[config.mk]
export PLATFORM = sky130hd
export DESIGN_NAME = fb_arbiter
export DESIGN_NICKNAME = d
export VERILOG_FILES = /design/src/rtl/fb_arb_pkg.sv /design/src/rtl/fb_wrbuf.sv /design/src/rtl/fb_arbiter.sv
export SDC_FILE = /design/constraint.sdc
export NUM_CORES = 1
export LEC_CHECK = 0
export CAP_MARGIN = 20
export CORE_ASPECT_RATIO = 1.1
export CORE_MARGIN = 8
export CORE_UTILIZATION = 39
export DETAILED_ROUTE_END_ITERATION = 12
export GPL_TIMING_DRIVEN = 0
export PLACE_DENSITY = 0.83
export RECOVER_POWER = 100
export SLEW_MARGIN = 20
export SYNTH_ARGS = -nofsm -noshare
export SYNTH_HDL_FRONTEND = slang
export SYNTH_SLANG_ARGS = --single-unit
[constraint.sdc]
create_clock -name clk -period 3.6 [get_ports clk]
set_input_delay 0.9 -clock clk [delete_from_list [all_inputs] [get_ports clk]]
set_output_delay 0.9 -clock clk [all_outputs]
set_load 0.03 [all_outputs]
[src/rtl/fb_arb_pkg.sv]
// Frame-buffer arbiter shared definitions: default widths, RAM read latency
// and the grant state encoding used by fb_arbiter.
package fb_arb_pkg;

  localparam int unsigned ADDR_W_DEF = 15;  // 160x120 = 19200 words
  localparam int unsigned DATA_W_DEF = 8;   // RGB 3-3-2
  localparam int unsigned RAM_RD_LAT = 1;   // synchronous read, one cycle

  typedef enum logic [1:0] {
    IDLE = 2'd0,
    RD   = 2'd1,
    WR   = 2'd2
  } state_e;

endpackage

[src/rtl/fb_wrbuf.sv]
// Two-entry write FIFO holding {address, data} for deferred frame-RAM writes.
// Only instantiated when FB_WRBUF_EN is defined. A push while full is taken
// only if a pop happens in the same cycle (occupancy unchanged).
module fb_wrbuf #(
  parameter int unsigned W = 23
) (
  input  logic         clk_i,
  input  logic         rst_ni,
  input  logic         push_i,
  input  logic [W-1:0] push_data_i,
  input  logic         pop_i,
  output logic [W-1:0] pop_data_o,
  output logic         full_o,
  output logic         empty_o
);

  logic [W-1:0] mem_q [2];
  logic         wr_ptr_q;
  logic         rd_ptr_q;
  logic [1:0]   cnt_q;
  logic         do_push;
  logic         do_pop;

  assign empty_o    = (cnt_q == 2'd0);
  assign full_o     = (cnt_q == 2'd2);
  assign do_pop     = pop_i && !empty_o;
  assign do_push    = push_i && (!full_o || do_pop);
  assign pop_data_o = mem_q[rd_ptr_q];

  // Storage, pointers and occupancy counter.
  always_ff @(posedge clk_i or negedge rst_ni) begin
    if (!rst_ni) begin
      for (int unsigned i = 0; i < 2; i++) mem_q[i] <= '0;
      wr_ptr_q <= 1'b0;
      rd_ptr_q <= 1'b0;
      cnt_q    <= '0;
    end else begin
      if (do_push) begin
        mem_q[wr_ptr_q] <= push_data_i;
        wr_ptr_q        <= ~wr_ptr_q;
      end
      if (do_pop) rd_ptr_q <= ~rd_ptr_q;
      if (do_push && !do_pop)      cnt_q <= cnt_q + 2'd1;
      else if (!do_push && do_pop) cnt_q <= cnt_q - 2'd1;
    end
  end

endmodule

[src/rtl/fb_arbiter.sv]
// Single-port frame-RAM arbiter: VGA pixel reads always win, datapath writes
// take the remaining cycles. Define FB_WRBUF_EN to add a 2-entry write buffer
// (fb_wrbuf); without it writes go straight to RAM when no read is requested.
module fb_arbiter
  import fb_arb_pkg::*;
#(
  parameter int unsigned ADDR_W = ADDR_W_DEF,
  parameter int unsigned DATA_W = DATA_W_DEF
) (
  input  logic              clk,
  input  logic              clr,
  input  logic              pix_req,
  input  logic [ADDR_W-1:0] pix_addr,
  output logic              pix_valid,
  output logic [DATA_W-1:0] pix_data,
  input  logic              wr_req,
  input  logic [ADDR_W-1:0] wr_addr,
  input  logic [DATA_W-1:0] wr_data,
  output logic              wr_ready,
  output logic [ADDR_W-1:0] ram_addr,
  output logic              ram_we,
  output logic [DATA_W-1:0] ram_wdata,
  input  logic [DATA_W-1:0] ram_rdata,
  output logic              busy
);

  state_e            state_q, state_d;
  logic [ADDR_W-1:0] addr_q;
  logic [DATA_W-1:0] wdata_q;
  logic              wr_pend;
  logic [ADDR_W-1:0] wr_head_addr;
  logic [DATA_W-1:0] wr_head_data;

`ifdef FB_WRBUF_EN
  logic                     buf_full;
  logic                     buf_empty;
  logic                     buf_push;
  logic                     buf_pop;
  logic [ADDR_W+DATA_W-1:0] buf_head;

  assign wr_ready                     = clr && !buf_full;
  assign buf_push                     = wr_req && wr_ready;
  assign buf_pop                      = (state_d == WR);
  assign wr_pend                      = !buf_empty;
  assign {wr_head_addr, wr_head_data} = buf_head;
  assign busy                         = !buf_empty;

  fb_wrbuf #(
    .W(ADDR_W + DATA_W)
  ) u_wrbuf (
    .clk_i       (clk),
    .rst_ni      (clr),
    .push_i      (buf_push),
    .push_data_i ({wr_addr, wr_data}),
    .pop_i       (buf_pop),
    .pop_data_o  (buf_head),
    .full_o      (buf_full),
    .empty_o     (buf_empty)
  );
`else
  assign wr_ready     = clr && !pix_req;
  assign wr_pend      = wr_req;
  assign wr_head_addr = wr_addr;
  assign wr_head_data = wr_data;
  assign busy         = 1'b0;
`endif

  // Per-cycle grant: read beats write beats idle; idle holds the last address.
  // Gating with clr keeps every RAM-side output at zero while in reset.
  always_comb begin
    state_d   = IDLE;
    ram_we    = 1'b0;
    ram_addr  = addr_q;
    ram_wdata = wdata_q;
    if (clr) begin
      if (pix_req) begin
        state_d  = RD;
        ram_addr = pix_addr;
      end else if (wr_pend) begin
        state_d   = WR;
        ram_we    = 1'b1;
        ram_addr  = wr_head_addr;
        ram_wdata = wr_head_data;
      end
    end
  end

  // Grant register plus held RAM address/data for idle cycles.
  always_ff @(posedge clk or negedge clr) begin
    if (!clr) begin
      state_q <= IDLE;
      addr_q  <= '0;
      wdata_q <= '0;
    end else begin
      state_q <= state_d;
      addr_q  <= ram_addr;
      wdata_q <= ram_wdata;
    end
  end

  assign pix_valid = (state_q == RD);
  assign pix_data  = pix_valid ? ram_rdata : '0;

endmodule

==> metrics <==
number of slew-limit violations in the final report=0; total congestion overflow=0; Final HPWL DP=3.257 mm; Netlist cell types=22; category of the critical setup timing path=in2out; peak fanout along the critical path=10; fraction of layout instances using a drive strength above 1=19.42%; cell type with the highest aggregate area in the netlist=sky130_fd_sc_hd__dfrtp_1; total iterations of the first detailed-routing run=3; number of vias after detailed routing=1165; # hold bufs at CTS=0; Final Wtd Congestion=0.8183; Core Footprint=3276 um^2; library cell used as clock root buffer=sky130_fd_sc_hd__clkbuf_4; average footprint of a synthesized cell=10.96 um^2; synthesized flop and latch total=25; clock tree from TritonCTS=done; number of nets produced by synthesis=169; Post-route DRC=0; via density per instance=4.814; Fin Setup TNS=0 ns; Clock Tree Buf Depth=2; Worst Path Arrival=2.60 ns; initial antenna violation count=0; Cell Area, Synth=1304 um^2; instance area at placement=2175 um^2; Row Count=22; Die Y-Extent=76.64 um; fraction of the cycle the final worst path needs=97.12%; Nets=257; setup repair after global routing missed its margin=false; total clock buffers created by CTS=3; worst setup slack after layout=0.1037 ns; post-placement worst setup slack=-0.2453 ns; die outline width=71.13 um; Reg clk slew, reported paths=0.13 ns; overall track demand over capacity in global routing=14.23%; top post-synthesis cells by area=sky130_fd_sc_hd__dfrtp_1 (48%), sky130_fd_sc_hd__and3b_1 (10%), sky130_fd_sc_hd__nor3_2 (7.7%); min Tclk post-route=3.496 ns; Worst Hold Slack=0.4794 ns; top library cells by usage in the layout, fill and taps aside=sky130_fd_sc_hd__clkdlybuf4s50_1 (48), sky130_fd_sc_hd__dfrtp_1 (25), sky130_fd_sc_hd__nor2_1 (15), sky130_fd_sc_hd__and3b_1 (15), sky130_fd_sc_hd__dlygate4sd2_1 (15); Setup Viol. Count Final=0; antenna-violating nets left=0; LEAKAGE=1.014 nW; H-tree depth=1; via count of the first global-routing pass=1259; total setup buffers inserted after CTS=0; Post-synth ARST share=100.0%; highest ir drop seen on vdd=0.0002208 V; power density of the placed cells=350.3 nW/um^2; critical path required time=2.70 ns; number of resized instances in the post-cts repair step=24; post-synth top area share=47.98%; post-layout instance area=2175 um^2; effective utilization at floorplan=39.80%; total count of hold-check failures in the final report=0; final wirelength=3.921 mm; antenna diode instance count=0; number of max-cap violations=0; kind of start point of the critical path=primary input; largest net degree at the start of global routing=31; clock latency on the worst-skew pair=0.31 ns; most common flop cell mapped by yosys=sky130_fd_sc_hd__dfrtp_1; clk sink count=25; signed area change from the synthesized netlist to the final layout=66.80%; Port Buffers=83; category of the worst setup path capture point=primary output; type of the tightest min-delay check=in2async; number of synthesis warnings=0; final clock skew=0 ns; WL per Instance=16.20 um; sequential cell area fraction in the yosys report=47.98%; Top Ports=85; fillcell total=292; Achievable Freq=286.0 MHz; die outline area=5451 um^2; result of the run=finished, final reports clean; detailed router's first-iteration violation count=36; leading cell type in the layout, fill and taps excluded=sky130_fd_sc_hd__clkdlybuf4s50_1; EDFF count, synth=0; number of instances in the synthesized netlist=119; global-route wire length before repair=6.244 mm
==> worst max-delay path, cell delays in order <==
cell and delay (ns):
sky130_fd_sc_hd__clkdlybuf4s50_1 0.48, sky130_fd_sc_hd__nor2b_2 0.22, sky130_fd_sc_hd__clkbuf_2 0.18, sky130_fd_sc_hd__and3b_1 0.21, sky130_fd_sc_hd__nor3_2 0.18, sky130_fd_sc_hd__clkdlybuf4s15_1 0.43
==> final timing paths <==
kind	cells past startpoint	end	startpoint	slack (ns)
setup reg to reg	1	wdata_q[6]$_DFF_PN0_	wdata_q[6]$_DFF_PN0_	2.80
setup / recovery	6	ram_addr[13]	wr_req	0.10
hold reg to reg	1	wdata_q[1]$_DFF_PN0_	wdata_q[1]$_DFF_PN0_	0.51
min in group clk	1	wdata_q[1]$_DFF_PN0_	wdata_q[1]$_DFF_PN0_	0.51
max in group asynchronous	1	wdata_q[3]$_DFF_PN0_	clr	2.85
hold / removal	1	addr_q[1]$_DFF_PN0_	clr	0.48
==> cell type report <==
type / count / area [um^2] / area share [%]
Timing Repair Buffer: 83 / 804.5 / 37.00
Buffer: 9 / 56.30 / 2.589
Sequential cell: 25 / 625.6 / 28.77
Tap cell: 36 / 45.04 / 2.071
Clock inverter: 1 / 5.005 / 0.2301
Inverter: 2 / 7.507 / 0.3452
Clock buffer: 3 / 22.52 / 1.036
Multi-Input combinational cell: 83 / 608.1 / 27.96
==> Yosys cell counts (all sizes together) (2+ instances only) <==
library cell	count
a21oi	15
and2	8
and3b	15
buf	5
clkbuf	4
dfrtp	25
inv	2
mux2	8
nand2	2
nor2	15
nor2b	2
nor3	15
==> through the flow <==
step                total power, W  utilization, %  std cells
global placement         0.0006739           66.54        238
detailed placement       0.0006817           66.39        238
finish                   0.0007617           66.39        242
global route             0.0008019           66.39        242
floorplan                0.0005148               -        119
CTS                      0.0007749           66.42        242
==> flip-flops by register name, indices dropped and copies added (netlist names) <==
| register | flops |
|---|---|
| addr_q | 15 |
| state_q | 2 |
| wdata_q | 8 |
==> report_power, final <==
part	leakage (nW)	internal [W]	switching, W
Combinational	0.710	0.000133	0.000175
Clock	0.0177	0.0000415	0.0000794
Sequential	0.286	0.000320	0.0000128
Total	1.01	0.000494	0.000268
==> layer usage <==
| metal | GRT usage (%) | wire (um) | up-vias |
|---|---|---|---|
| met1 | 15.77 | 1595 | 542 |
| met2 | 25.26 | 2057 | 45 |
| met4 | 5.833 | 63 | 0 |
| li1 | - | - | 574 |
| met3 | 3.158 | 204 | 4 |
| met5 | 0 | 0 | - |
==> cells by family after synthesis <==
group / Yosys count / share of synthesized area [%]
flops: 25 / 47.98
mux: 8 / 6.910
compound gates: 15 / 8.637
buf+inv: 11 / 4.894
simple gates: 59 / 31.29
other cells: 1 / 0.2876
No activity file was read; power rests on OpenSTA's default activity.
